==> config.mk <==
export PLATFORM = sky130hd
export DESIGN_NAME = grid_renderer_flat
export DESIGN_NICKNAME = d
export VERILOG_FILES = /design/src/rtl/grid_renderer_if.sv /design/src/rtl/grid_renderer.sv /design/src/flat_wrapper.sv
export SDC_FILE = /design/constraint.sdc
export NUM_CORES = 1
export LEC_CHECK = 0
export CAP_MARGIN = 20
export CORE_MARGIN = 4
export CORE_UTILIZATION = 46
export DETAILED_ROUTE_END_ITERATION = 6
export PLACE_DENSITY = 0.73
export SKIP_CTS_REPAIR_TIMING = 1
export SYNTH_ARGS = -nofsm -noshare
export SYNTH_HDL_FRONTEND = slang
export SYNTH_SLANG_ARGS = --single-unit
==> constraint.sdc <==
create_clock -name clk -period 2.1 [get_ports clk]
set_input_delay 0.525 -clock clk [delete_from_list [all_inputs] [get_ports clk]]
set_output_delay 0.525 -clock clk [all_outputs]
set_load 0.1 [all_outputs]
==> src/rtl/grid_renderer_if.sv <==
// Pixel-path bundle between the VGA sync counter and the grid renderer:
// scan position and qualifiers in, pixel colour out.
interface grid_renderer_if #(
    parameter int COLOR_W = 12
);
    logic [9:0]         x;
    logic [9:0]         y;
    logic               video_on;
    logic               frame_tick;
    logic [COLOR_W-1:0] rgb;

    modport master (output x, y, video_on, frame_tick, input rgb);
    modport slave  (input x, y, video_on, frame_tick, output rgb);
endinterface

==> src/rtl/grid_renderer.sv <==
// ROWS x COLS grid of solid cells with gap lines and border, frame-synchronous
// colour shadowing, error-flash gaps, blinking cursor outline; 2-cycle pipeline.
//
// state        | meaning
// ST_IDLE      | no error flash, gaps drawn in GAP_COLOR
// ST_FLASH_ON  | error flash lit phase, gaps drawn in ERR_COLOR
// ST_FLASH_OFF | error flash dark phase, gaps drawn in GAP_COLOR
module grid_renderer #(
    parameter int                 ROWS         = 4,
    parameter int                 COLS         = 4,
    parameter int                 CELL_W       = 100,
    parameter int                 GAP_W        = 4,
    parameter int                 ORIGIN_X     = 110,
    parameter int                 ORIGIN_Y     = 30,
    parameter int                 COLOR_W      = 12,
    parameter logic [COLOR_W-1:0] BORDER_COLOR = 12'h7FF,
    parameter logic [COLOR_W-1:0] GAP_COLOR    = 12'h7FF,
    parameter logic [COLOR_W-1:0] ERR_COLOR    = 12'hFFF,
    parameter logic [COLOR_W-1:0] CURSOR_COLOR = 12'hFF0,
    parameter int                 OUTLINE_W    = 3,
    parameter int                 FLASH_FRAMES = 30,
    parameter int                 BLINK_FRAMES = 16
) (
    input  logic                          clk,
    input  logic                          reset,
    grid_renderer_if.slave                pix,
    input  logic [ROWS*COLS*COLOR_W-1:0]  cells,
    input  logic                          cursor_en,
    input  logic [2:0]                    cursor_row,
    input  logic [2:0]                    cursor_col,
    input  logic                          error
);
    localparam int P        = CELL_W + GAP_W;
    localparam int GRID_W   = COLS * CELL_W + (COLS + 1) * GAP_W;
    localparam int GRID_H   = ROWS * CELL_W + (ROWS + 1) * GAP_W;
    localparam int FLASH_CW = (FLASH_FRAMES > 1) ? $clog2(FLASH_FRAMES) : 1;
    localparam int BLINK_CW = (BLINK_FRAMES > 1) ? $clog2(BLINK_FRAMES) : 1;

    typedef enum logic [1:0] {REG_BORDER, REG_GAP, REG_CELL} region_t;
    typedef enum logic [1:0] {ST_IDLE, ST_FLASH_ON, ST_FLASH_OFF} state_t;

    state_t                       state, state_nxt;
    logic [FLASH_CW-1:0]          flash_cnt, flash_cnt_nxt;
    logic [BLINK_CW-1:0]          blink_cnt;
    logic                         blink_vis;

    logic [ROWS*COLS*COLOR_W-1:0] sh_cells;
    logic                         sh_cur_en;
    logic [2:0]                   sh_cur_row;
    logic [2:0]                   sh_cur_col;

    int                           xi, yi;
    logic [COLS-1:0]              col_hit, col_edge;
    logic [ROWS-1:0]              row_hit, row_edge;
    logic                         in_x, in_y;
    logic [2:0]                   col_idx, row_idx;
    region_t                      region_d;
    logic                         outline_d;

    region_t                      s1_region;
    logic [2:0]                   s1_row, s1_col;
    logic                         s1_outline, s1_vid;
    logic [COLOR_W-1:0]           cell_color, color_d, s2_color;

    assign xi = {22'b0, pix.x};
    assign yi = {22'b0, pix.y};

    // Each cell span is a pair of constant comparators; no division needed.
    for (genvar c = 0; c < COLS; c++) begin : g_col
        localparam int LO = ORIGIN_X + c * P + GAP_W;
        assign col_hit[c]  = (xi >= LO) && (xi < LO + CELL_W);
        assign col_edge[c] = (xi < LO + OUTLINE_W) || (xi >= LO + CELL_W - OUTLINE_W);
    end

    for (genvar r = 0; r < ROWS; r++) begin : g_row
        localparam int LO = ORIGIN_Y + r * P + GAP_W;
        assign row_hit[r]  = (yi >= LO) && (yi < LO + CELL_W);
        assign row_edge[r] = (yi < LO + OUTLINE_W) || (yi >= LO + CELL_W - OUTLINE_W);
    end

    assign in_x = (xi >= ORIGIN_X) && (xi < ORIGIN_X + GRID_W);
    assign in_y = (yi >= ORIGIN_Y) && (yi < ORIGIN_Y + GRID_H);

    always_comb begin
        col_idx = '0;
        row_idx = '0;
        for (int c = 0; c < COLS; c++)
            if (col_hit[c]) col_idx = 3'(c);
        for (int r = 0; r < ROWS; r++)
            if (row_hit[r]) row_idx = 3'(r);
    end

    always_comb begin
        region_d = REG_GAP;
        if (!(in_x && in_y))
            region_d = REG_BORDER;
        else if ((|col_hit) && (|row_hit))
            region_d = REG_CELL;
    end

    // An out-of-range cursor index can never equal a decoded row/col index.
    assign outline_d = (region_d == REG_CELL)
                     && ((|(col_hit & col_edge)) || (|(row_hit & row_edge)))
                     && sh_cur_en && blink_vis
                     && (row_idx == sh_cur_row) && (col_idx == sh_cur_col);

    always_ff @(posedge clk) begin
        if (reset) begin
            sh_cells   <= '0;
            sh_cur_en  <= 1'b0;
            sh_cur_row <= '0;
            sh_cur_col <= '0;
        end else if (pix.frame_tick) begin
            sh_cells   <= cells;
            sh_cur_en  <= cursor_en;
            sh_cur_row <= cursor_row;
            sh_cur_col <= cursor_col;
        end
    end

    always_ff @(posedge clk) begin
        if (reset) begin
            blink_cnt <= '0;
            blink_vis <= 1'b1;
        end else if (pix.frame_tick) begin
            if (blink_cnt == BLINK_CW'(BLINK_FRAMES - 1)) begin
                blink_cnt <= '0;
                blink_vis <= ~blink_vis;
            end else begin
                blink_cnt <= blink_cnt + BLINK_CW'(1);
            end
        end
    end

    always_ff @(posedge clk) begin
        if (reset) begin
            state     <= ST_IDLE;
            flash_cnt <= '0;
        end else begin
            state     <= state_nxt;
            flash_cnt <= flash_cnt_nxt;
        end
    end

    always_comb begin
        state_nxt     = state;
        flash_cnt_nxt = flash_cnt;
        if (pix.frame_tick) begin
            if (state == ST_IDLE) begin
                if (error) begin
                    state_nxt     = ST_FLASH_ON;
                    flash_cnt_nxt = '0;
                end
            end else if (!error) begin
                state_nxt     = ST_IDLE;
                flash_cnt_nxt = '0;
            end else if (flash_cnt == FLASH_CW'(FLASH_FRAMES - 1)) begin
                state_nxt     = (state == ST_FLASH_ON) ? ST_FLASH_OFF : ST_FLASH_ON;
                flash_cnt_nxt = '0;
            end else begin
                flash_cnt_nxt = flash_cnt + FLASH_CW'(1);
            end
        end
    end

    always_comb begin
        cell_color = '0;
        for (int r = 0; r < ROWS; r++)
            for (int c = 0; c < COLS; c++)
                if (s1_row == 3'(r) && s1_col == 3'(c))
                    cell_color = sh_cells[(r * COLS + c) * COLOR_W +: COLOR_W];
    end

    always_comb begin
        case (s1_region)
            REG_BORDER: color_d = BORDER_COLOR;
            REG_GAP:    color_d = (state == ST_FLASH_ON) ? ERR_COLOR : GAP_COLOR;
            default:    color_d = s1_outline ? CURSOR_COLOR : cell_color;
        endcase
        if (!s1_vid)
            color_d = '0;
    end

    always_ff @(posedge clk) begin
        if (reset) begin
            s1_region  <= REG_BORDER;
            s1_row     <= '0;
            s1_col     <= '0;
            s1_outline <= 1'b0;
            s1_vid     <= 1'b0;
            s2_color   <= '0;
        end else begin
            s1_region  <= region_d;
            s1_row     <= row_idx;
            s1_col     <= col_idx;
            s1_outline <= outline_d;
            s1_vid     <= pix.video_on;
            s2_color   <= color_d;
        end
    end

    assign pix.rgb = s2_color;

endmodule

==> src/flat_wrapper.sv <==
// flat-port wrapper written by rule: the top's interface ports become plain ports
module grid_renderer_flat 
#(
    parameter int                 ROWS         = 4,
    parameter int                 COLS         = 4,
    parameter int                 CELL_W       = 100,
    parameter int                 GAP_W        = 4,
    parameter int                 ORIGIN_X     = 110,
    parameter int                 ORIGIN_Y     = 30,
    parameter int                 COLOR_W      = 12,
    parameter logic [COLOR_W-1:0] BORDER_COLOR = 12'h7FF,
    parameter logic [COLOR_W-1:0] GAP_COLOR    = 12'h7FF,
    parameter logic [COLOR_W-1:0] ERR_COLOR    = 12'hFFF,
    parameter logic [COLOR_W-1:0] CURSOR_COLOR = 12'hFF0,
    parameter int                 OUTLINE_W    = 3,
    parameter int                 FLASH_FRAMES = 30,
    parameter int                 BLINK_FRAMES = 16
)
  (clk, reset, cells, cursor_en, cursor_row, cursor_col, error, pix_x, pix_y, pix_video_on, pix_frame_tick, pix_rgb);
  grid_renderer_if #(.COLOR_W(COLOR_W)) pix_i ();
  input  logic clk;
  input  logic reset;
  input  logic [ROWS*COLS*COLOR_W-1:0] cells;
  input  logic cursor_en;
  input  logic [2:0] cursor_row;
  input  logic [2:0] cursor_col;
  input  logic error;
  input wire logic [$bits(pix_i.x)-1:0] pix_x;
  input wire logic [$bits(pix_i.y)-1:0] pix_y;
  input wire logic [$bits(pix_i.video_on)-1:0] pix_video_on;
  input wire logic [$bits(pix_i.frame_tick)-1:0] pix_frame_tick;
  output wire logic [$bits(pix_i.rgb)-1:0] pix_rgb;
  assign pix_i.x = pix_x;
  assign pix_i.y = pix_y;
  assign pix_i.video_on = pix_video_on;
  assign pix_i.frame_tick = pix_frame_tick;
  assign pix_rgb = pix_i.rgb;
  grid_renderer #(.ROWS(ROWS), .COLS(COLS), .CELL_W(CELL_W), .GAP_W(GAP_W), .ORIGIN_X(ORIGIN_X), .ORIGIN_Y(ORIGIN_Y), .COLOR_W(COLOR_W), .BORDER_COLOR(BORDER_COLOR), .GAP_COLOR(GAP_COLOR), .ERR_COLOR(ERR_COLOR), .CURSOR_COLOR(CURSOR_COLOR), .OUTLINE_W(OUTLINE_W), .FLASH_FRAMES(FLASH_FRAMES), .BLINK_FRAMES(BLINK_FRAMES)) u_core (.clk(clk), .reset(reset), .pix(pix_i), .cells(cells), .cursor_en(cursor_en), .cursor_row(cursor_row), .cursor_col(cursor_col), .error(error));
endmodule
* Word-level counts from Yosys, hierarchy flattened *
Cells that the tools add are included.

cells by class
  mux-type cells = 37
  equality and inequality tests = 15
  add/sub/neg operators = 2
  bitwise logic cells = 4
  reduce and logical (&&, ||, !) cells = 54
  $lt $le $gt $ge = 36

operators with widths
  kind                    count
  $mux W12                18
  $lt A10 B9 Y1 const B   8
  $ge A10 B9 Y1 const B   7
  $ge A10 B8 Y1 const B   6
  $lt A10 B8 Y1 const B   6
  $logic_and A1 B1 Y1     33
  $pmux W12 S2            1
  $mux W2                 11
  $ge A10 B7 Y1 const B   2
  $lt A10 B10 Y1 const B  2
  $mux W5                 4
  $reduce_or A4 Y1        4
  $eq A3 B2 Y1 const B    4
  $ge A10 B10 Y1 const B  1
  $ge A10 B5 Y1 const B   1
  $ge A10 B6 Y1 const B   1
  $lt A10 B6 Y1 const B   1
  $lt A10 B7 Y1 const B   1
  $logic_or A1 B1 Y1      9
  $and A4 B4 Y4           2
  $eq A2 B3 Y1            2
  $eq A3 B1 Y1 const B    2
  $logic_not A3 Y1        2
  $add A5 B1 Y5 const B   1
  14 further kinds        19

word-level totals
  register bits after elaboration = 233
  output and inout port bits = 12
  logic and storage cells = 162
  bits of input ports = 224

* Longest topological paths before layout *
Gate-level depths: netlist of the first run.

  word-level depth = 20
  gate-level depth with buffers = 10
  depth with buffers taken out = 7

* Least setup slack after synthesis of the first run *
Ideal clock, no wire load.

  kind = input -> register
  start = input port pix_x[9]
  end = register u_core.s1_outline
  setup time = 0.118 ns
  data required time = 1.982 ns
  path buffers = 1
  data arrival time = 2.042 ns
  slack = -0.060 ns
  stages on the path = 8
  cell sequence = clkbuf_1 > or2_2 > a31oi_1 > a221oi_1 > a21boi_0 > a2111oi_0 > a41o_1 > nor4_2

between the ends
  word-level cells in the longest chain between the ends = 12
  elaborated cells on any way between the ends = 45
  classes of those cells = 18 x order compare; 2 x eq/ne; 5 x mux; 1 x bitwise; 19 x reduce/logical

RTL lines
  item                                   RTL line              RTL
  start: declaration                     flat_wrapper.sv:28    input wire logic [$bits(pix_i.x)-1:0] pix_x;
  $ge A10 B7 Y1 (tied with other cells)  grid_renderer.sv:71   assign col_hit[c] = (xi >= LO) && (xi < LO + CELL_W);
  $logic_and A1 B1 Y1                    grid_renderer.sv:71
  $reduce_or A4 Y1                       grid_renderer.sv:97   else if ((|col_hit) && (|row_hit))
  $logic_and A1 B1 Y1                    grid_renderer.sv:97
  $mux W2                                grid_renderer.sv:97
  $mux W2                                grid_renderer.sv:95   if (!(in_x && in_y))
  $eq A2 B2 Y1                           grid_renderer.sv:102  assign outline_d = (region_d == REG_CELL)
  $logic_and A1 B1 Y1                    grid_renderer.sv:103  && ((|(col_hit & col_edge)) || (|(row_hit & row_edge)))
  $logic_and A1 B1 Y1 (2 in a row)       grid_renderer.sv:104  && sh_cur_en && blink_vis
  $logic_and A1 B1 Y1                    grid_renderer.sv:105  && (row_idx == sh_cur_row) && (col_idx == sh_cur_col);
  $logic_and A1 B1 Y1 (*)                grid_renderer.sv:105
  end signal: assignment                 grid_renderer.sv:196  s1_outline <= outline_d;
  end: declaration                       grid_renderer.sv:62   logic s1_outline, s1_vid;

Every way passes the cells marked *; elsewhere a longest branch is shown, timed or not.
A chain may end at the register's enable or synchronous reset.

* Worst setup path after layout of the first run *
  start = input port pix_y[4]
  end = register u_core.s1_outline

between the ends
  word-level cells in the longest chain between the ends = 12
  elaborated cells on any way between the ends = 45
  classes of those cells = 18 x order compare; 2 x eq/ne; 5 x mux; 1 x bitwise; 19 x reduce/logical

RTL lines
  item                                   RTL line              RTL
  start: declaration                     flat_wrapper.sv:29    input wire logic [$bits(pix_i.y)-1:0] pix_y;
  $ge A10 B6 Y1 (tied with other cells)  grid_renderer.sv:77   assign row_hit[r] = (yi >= LO) && (yi < LO + CELL_W);
  $logic_and A1 B1 Y1                    grid_renderer.sv:77
  $reduce_or A4 Y1                       grid_renderer.sv:97
  $logic_and A1 B1 Y1                    grid_renderer.sv:97
  $mux W2                                grid_renderer.sv:97
  $mux W2                                grid_renderer.sv:95
  $eq A2 B2 Y1                           grid_renderer.sv:102
  $logic_and A1 B1 Y1                    grid_renderer.sv:103
  $logic_and A1 B1 Y1 (2 in a row)       grid_renderer.sv:104
  $logic_and A1 B1 Y1 (*) (2 in a row)   grid_renderer.sv:105

Marks and branches as above.

==> results.txt, run 1 <==
The proportion of total power due to net switching is 0.252. The number of synthesized register bits came out at 231. The relative contribution of combinational cells to total power is 0.174.

The routed length on met1 is 14,400 um. STA classifies the critical path endpoint as a register. The register area came out at 4630 um^2. The number of nets in the final layout came out at 1,688. The full die area is 25,700 um^2. The global-route congestion overflow total is 0. The detailed router used layers up to and including met5. The core footprint came out at 22,800 um^2. The async set-reset flop share out of synthesis came out at 0.

Summed over all cells, the static leakage comes to 0.00632 uW. The routed via count came out at 9,654. The main flop type after synthesis is dfxtp_1. The switching power total came out at 2860 uW. The number of antenna-violating nets in the routed design is 0. The final hold slack came out at 0.357 ns. The initial DRC count is 775. The routed wire length on met2 is 15,900 um. The total of fill cells in the finished design is 1,943. Clock-pin slew was measured on the worst setup and hold paths at 0.06 ns. Data on the critical path arrives at its endpoint at 2.52 ns. The smallest clock period supported by the final layout is computed as 2.11 ns. The first-pass GRT wire length came out at 52,500 um. The cell area that synthesis handed to floorplanning was 10,700 um^2. The detailed-router iteration count before antenna repair came out at 5. The signal on the critical path passes through clkdlybuf4s50_1 > nand3b_4 > or4_1 > a21o_1 > and2_4 > a32o_2 > nor4_2. The worst-margin pin slew came out at 0.513 ns.

The via count of the first global-routing pass came out at 9,668. The path depth of the worst reg2reg path is 8. The layout overhead on the synthesized area is 39.1%.

The number of sinks handled by clock tree synthesis came out at 231. The relative contribution of sequential cells to total power is 0.424. The average routed wire per standard cell came out at 18.9 um.

The buffer type at the clock tree root is clkbuf_16. The run finished, with violations left. The yosys synthesis warning count came out at 0. In this run, CTS created clock tree buffers numbering 25. The register-to-register setup slack is 0.08 ns. After synthesis, the netlist uses 62 different library cells. Tracing the worst setup path back leads to its startpoint at pix_y[4]. The combined global-route utilization of all metal layers is 0.253. The number of max-slew violations in the final report came to 0. The setup slack after layout is -0.00682 ns.

The port buffer count is 235. Data on the critical path is required at its endpoint by 2.51 ns. The floorplan row count came out at 55. The share of total power in the clock network came out at 0.402. The latest clock arrival within the worst-skew pair is 0.53 ns.

The final setup violation count came out at 1. The standard cell with the maximum stage delay on the critical path is clkdlybuf4s50_1. For this run, the register share of the synthesized area comes to 0.433. In the final layout, the multi-input gates occupy 5780 um^2. STA classifies the critical path startpoint as an input port. Dividing the synthesized area by the synthesized cell count gives 8.96 um^2. The synthesized instance count is 1,193. The final reports fail on setup timing. The number of H-tree levels came out at 1. The die span in y came out at 160 um.

The maximum number of pins on one net before global-route repair is 76. The worst hold path startpoint is reset. Max-cap violations in this run came to 0. After routing the design area is 14,900 um^2. The placer congestion estimate came out at 0.912.

The area of placed instances is 13,900 um^2. The placed cell count is 1,746. The setup slack at placement came out at -0.583 ns.

TritonCTS built the clock tree. The final total power is 11,300 uW. The worst hold-check path type is input port to register. The maximum single-stage delay on the critical path is 0.52 ns. The overall routed net length is 34,000 um.

Cell internal power was estimated by the tool at 8460 uW. The wire length on met3 is 2370 um. During I/O placement, the number of pins put on the boundary was 236. The initial standard-cell utilization of the core is 0.469.

The clock tree buffer depth is 3. The startpoint of the worst register-to-register path is u_core.s1_col[0]$_SDFF_PP0_. The critical-path maximum fanout is 4.

The worst relative slew slack is 0.657. For this run, design rule violations remaining after detail routing come to 0. The most critical setup path has its endpoint at u_core.s1_outline$_SDFF_PP0_. Clock skew on the completed layout was measured at 0.0247 ns.

The kind of critical path is input port to register. The post-synthesis net count is 1,420. The ratio of routed vias to standard cells is 5.38. The finished layout holds 1,796 standard cells, fillers aside. In this run, synthesis inferred 0 flip-flops with an integrated enable. Dividing the final minimum period by the clock period gives 1.00. The width of the chip came out at 160 um.

The number of antenna violations at the first check in global routing is 6. The ratio of total power to cell area came out at 761 nW/um^2. The endpoint identified for the worst register-to-register timing path is u_core.pix.rgb[5]$_SDFF_PP0_. The number of hold-slack violations in the final timing report is 0. The highest ir drop seen on vdd is 471 uV. The half-perimeter wire length after placement is 25,600 um. The share of layout cells above drive strength 1 came out at 0.134.

The top achievable clock speed came out at 475 MHz. Setup repair after global routing could not meet its margin everywhere.
==> power groups by stage <==
stage | sequential, uW | clock, uW | combinational [uW]
6_report | 4800 | 4550 | 1970
2_1_floorplan | 4900 | 0 | 981
5_1_grt | 4820 | 4780 | 2130
3_5_place_dp | 4890 | 0 | 1930
4_1_cts | 4790 | 4620 | 1940
3_3_place_gp | 4880 | 0 | 1910
==> layout make-up <==
type / count / share of cell area
sequential: 231 / 0.311
antenna: 4 / 0.000673
clock inverter: 8 / 0.00825
clock buffer: 37 / 0.0498
timing repair buffer: 335 / 0.213
multi-input combinational: 860 / 0.388
tap: 313 / 0.0263
inverter: 8 / 0.00202
==> layer usage <==
layer  up-vias  track usage
met5         -            0
li1       4742            -
met4         4       0.0935
met2       315        0.421
met3        65       0.0647
met1      4528        0.319
==> synthesized netlist by cell type (all sizes together), types with 4 or more instances <==
library cell / n / share of area
nor2: 261 / 0.092
dfxtp: 231 / 0.43
mux2i: 230 / 0.22
clkbuf: 62 / 0.022
o21ai: 55 / 0.026
a21oi: 50 / 0.023
nand2: 48 / 0.017
buf: 32 / 0.012
a31oi: 20 / 0.012
o22ai: 15 / 0.0088
nor2b: 14 / 0.0082
nand2b: 12 / 0.0070
nand3: 12 / 0.0056
o211ai: 12 / 0.0084
nand4: 11 / 0.0064
o221ai: 9 / 0.0074
a2bb2oi: 8 / 0.0066
inv: 8 / 0.0028
nor3: 8 / 0.0037
a21o: 7 / 0.0049
mux4: 7 / 0.015
xor2: 7 / 0.0057
a211oi: 6 / 0.0042
and2: 6 / 0.0037
or3: 5 / 0.0029
a22oi: 4 / 0.0028
or2: 4 / 0.0023
==> cells by family (layout without fill, tap and decap cells) <==
group | after synthesis | in the layout | share of synthesized area
xor gates and xnor gates | 10 | 10 | 0.00820
other | 0 | 4 | 0
buffers and inverters | 102 | 388 | 0.0369
AOI/OAI and AO/OA | 215 | 215 | 0.128
adders and majority gates | 3 | 3 | 0.00351
DFF | 231 | 231 | 0.433
and+or+nand+nor | 392 | 392 | 0.157
muxes | 240 | 240 | 0.233
==> flip-flops by register name, summed over array words and instances, names as in the netlist, 2 cells and up <==
name	flops
u_core.s1_region	2
u_core.sh_cur_row	3
u_core.sh_cur_col	3
u_core.state	2
u_core.flash_cnt	5
u_core.s1_col	2
u_core.s1_row	2
u_core.sh_cells	192
u_core.pix.rgb	12
u_core.blink_cnt	4
==> critical path: cells and delay by family <==
family / cells / cell delay [ns]
buffers and inverters: 1 / 0.52
AND/OR/NAND/NOR: 4 / 1.01
AO/OA/AOI/OAI: 2 / 0.47
==> stage by stage <==
step / util / setup TNS, ns
finish: 0.653 / -0.00682
detailed placement: 0.609 / -2.19
global route: 0.653 / -0.109
global placement: 0.609 / -2.02
CTS: 0.647 / -0.0941
floorplan: - / 0
==> cells in the final DEF, fill, tap and decap left out, types with 14 or more instances in the layout <==
cell type        instances
dfxtp_1                229
nand2_1                 46
clkdlybuf4s50_1        215
buf_4                  104
a21oi_1                 47
o21ai_0                 52
mux2i_1                230
a31oi_1                 14
clkbuf_16               25
o22ai_1                 15
nor2_1                 258
==> worst min path at each step <==
stage	slack (ns)	cells after the start	end
global route	0.35	2	u_core.sh_cells[31]$_SDFFE_PP0P_
detailed placement	0.47	2	u_core.sh_cells[100]$_SDFFE_PP0P_
CTS	0.35	2	u_core.s1_col[0]$_SDFF_PP0_
finish	0.36	2	u_core.sh_cells[77]$_SDFFE_PP0P_
floorplan	0.45	2	u_core.sh_cells[107]$_SDFFE_PP0P_
global placement	0.47	2	u_core.sh_cells[107]$_SDFFE_PP0P_
(Power assumes the default switching activity.)
==> run 2: changes to the inputs <==
CORE_ASPECT_RATIO = 0.5   (was default)
GPL_TIMING_DRIVEN = 0   (was default)
==> run 2 against run 1 <==
Net effect: highest routed layer unchanged; critical endpoint is now u_core.pix.rgb[5]$_SDFF_PP0_; worst setup slack lost 0.048 ns; largest power group unchanged; critical path depth grew 2; the run still ends with setup timing left; register-to-register slack lost 0.13 ns; power shrank 2.9%.
==> results.txt, run 2 (synthesized netlist as in run 1, its figures left out) <==
The run finished, with violations left. The checks that failed: setup timing. The register with the most flip-flops is u_core.sh_cells. The width of the chip came to 224 um (+39%).

Broken down by cell family, the worst path's largest delay share belongs to compound AO/OA/AOI/OAI gates. The routed via count came to 10,300 (+7.0%). The worst-margin pin slew was 0.967 ns (+0.454 ns).

The total of fill cells in the finished design came out at 1,889 (-2.8%). The initial DRC count is 1,193 (+54%). The reported max-cap violation count came out at 0 (unchanged). The latest clock arrival within the worst-skew pair is 0.51 ns (-0.02 ns). The die span in y came out at 116 um (-28%).

The nature of the critical path endpoint is a register. The worst register-to-register path begins at u_core.s1_col[0]$_SDFF_PP0_. The maximum number of pins on one net before global-route repair came out at 17 (-78%). The core footprint was 22,800 um^2 (+0.26%). The ratio of routed vias to standard cells came out at 5.80 (+7.9%).

The global-route congestion overflow total is 0 (unchanged). The number of max-slew violations in the final report is 0 (unchanged). The ratio of total power to cell area is 748 nW/um^2 (-1.8%). The slowest stage of the critical path is the dfxtp_1 cell.

The worst hold path begins at u_core.sh_cells[60]$_SDFFE_PP0P_. The number of flip-flops in the largest register is 192 (unchanged). The setup slack after layout is -0.0548 ns (-0.0480 ns).

The combined global-route utilization of all metal layers is 0.270 (+0.0172). The average routed wire per standard cell was 21.0 um (+11%). The maximum single-stage delay on the critical path came out at 0.33 ns (-0.19 ns).

The full die area came out at 25,900 um^2 (+0.57%). The worst hold-check path type is register to register. The clock period minus worst slack is 2.15 ns (+0.0480 ns). The number of H-tree levels is 1 (unchanged). The via count of the first global-routing pass came out at 9,954 (+3.0%).

The signal on the critical path passes through buf_6 > buf_12 > buf_16 > mux2i_1 > a21oi_1 > o211ai_1 > a31oi_2 > o221ai_1 > a21oi_1. In this design, the critical path's most frequently occurring cell is a21oi_1. The floorplan row count is 39 (-29%).

The worst setup path is launched from a register. The critical-path maximum fanout came out at 10 (+6). The number of nets in the final layout came out at 1,684 (-0.24%). The number of ports placed on the die boundary was 236 (unchanged). The detailed-router iteration count before antenna repair is 6 (+1). The highest ir drop seen on vdd came to 493 uV (+4.7%). The placed cell count was 1,729 (-0.97%). In this run the clock root is driven by a clkbuf_16. The share of the clock period used by the worst path came out at 1.03 (+0.0228).

The library cells used most frequently in the layout, excluding fill and tap cells, are nor2_1 (257), mux2i_1 (228), dfxtp_1 (228). The number of hold-slack violations in the final timing report came out at 0 (unchanged). The count of buffer and inverter cells on the critical path came to 3 (+2). The first-pass GRT wire length was 55,100 um (+5.0%). The final setup skew is 0.0178 ns (-0.00684 ns). The top achievable clock speed came to 464 MHz (-2.2%).

TritonCTS built the clock tree. The total negative slack came to -0.133 ns (-0.126 ns). The kind of critical path is register to register. The number of antenna-violating nets in the routed design is 0 (unchanged). The required time reported for the critical path endpoint came out at 2.47 ns (-0.04 ns).

The layout overhead on the synthesized area is 37.6%. The half-perimeter wire length after placement came out at 28,300 um (+11%). The port buffer count is 229 (-2.6%). The number of standard cells in the layout, taps in and fillers out is 1,780 (-0.89%).

The clock tree buffer depth came out at 3 (unchanged). The overall routed net length is 37,400 um (+10%). The number of antenna violations at the first check in global routing is 2 (-4). The number of design rule violations left after detail routing is 0 (unchanged).

The final setup violation count came out at 5 (+4). The reported leakage power came out at 0.00618 uW (-2.3%). The initial standard-cell utilization of the core is 0.468 (-0.00121). The number of buffers inserted during clock tree synthesis is 21 (-16%). Leaving out fill and tap cells, the most frequent cell in the layout is nor2_1.

The arrival time reported for the critical path endpoint came out at 2.53 ns (about the same). The clock edge transition at the registers on the reported setup and hold paths is 0.07 ns (about the same). The number of sinks handled by clock tree synthesis is 231 (unchanged). The placer congestion estimate came to 0.992 (+8.8%). The worst relative slew slack came to 0.355 (-0.302). Setup repair after global routing could not meet its margin everywhere.

The register-to-register setup slack was -0.05 ns (-0.13 ns). The critical path starts at u_core.s1_col[0]$_SDFF_PP0_. The share of layout cells above drive strength 1 came out at 0.120 (-0.0143).
-- run 2: cell count changes in the layout (fill, tap and decap cells not counted), sizes merged, moves of 3 or more --
cell	before	now
clkdlybuf4s50	215	205
dlymetal6s2s	6	13
diode	4	1
buf	114	50
clkbuf	37	94
clkinvlp	0	5
-- run 2: final timing paths --
kind,to,depth (start not counted)
setup / recovery,u_core.pix.rgb[5]$_SDFF_PP0_,9
setup reg to reg,u_core.pix.rgb[5]$_SDFF_PP0_,9
hold reg to reg,u_core.sh_cells[60]$_SDFFE_PP0P_,2
hold / removal,u_core.sh_cells[60]$_SDFFE_PP0P_,2
-- run 2: metal layers --
layer / GRT usage / wire length [um]
met4: 0.0661 / 972
met2: 0.445 / 17300
met1: 0.379 / 15900
met3: 0.0440 / 3280
met5: 0 / 10
-- run 2: worst register-to-register path, delay by kind of cell, from the launching register on --
| family | cells | cell delay, ns |
|---|---|---|
| AO/OA/AOI/OAI | 5 | 0.88 |
| buffers and inverters | 3 | 0.50 |
| flip-flops | 1 | 0.33 |
| multiplexers | 1 | 0.31 |
-- run 2: cell type report --
| type | count | area (um^2) | share of cell area |
|---|---|---|---|
| Clock inverter | 11 | 151 | 0.0103 |
| Inverter | 8 | 33.8 | 0.00230 |
| Multi-Input combinational cell | 860 | 5980 | 0.406 |
| Buffer | 89 | 539 | 0.0367 |
| Sequential cell | 231 | 4630 | 0.315 |
| Clock buffer | 27 | 588 | 0.0400 |
| Antenna cell | 1 | 2.50 | 0.000170 |
| Timing Repair Buffer | 246 | 2390 | 0.163 |
| Tap cell | 307 | 384 | 0.0261 |
-- run 2: report_power, final --
| group | switching [uW] | total (uW) | internal (uW) |
|---|---|---|---|
| Sequential | 174 | 4810 | 4630 |
| Combinational | 1070 | 2050 | 986 |
| Clock | 1760 | 4130 | 2370 |
-- run 2: per-stage QoR --
step           utilization  worst slack (ns)  instance area (um^2)  power [uW]  hold WS [ns]
3_3_place_gp         0.586            -0.885                 13400        6710         0.469
2_1_floorplan            -           0.00781                 10700        5880         0.452
3_5_place_dp         0.586            -0.895                 13400        6750         0.479
4_1_cts              0.618            -0.873                 14100       10800         0.497
6_report             0.644           -0.0548                 14700       11000         0.497
5_1_grt              0.644           -0.0980                 14700       11300         0.525
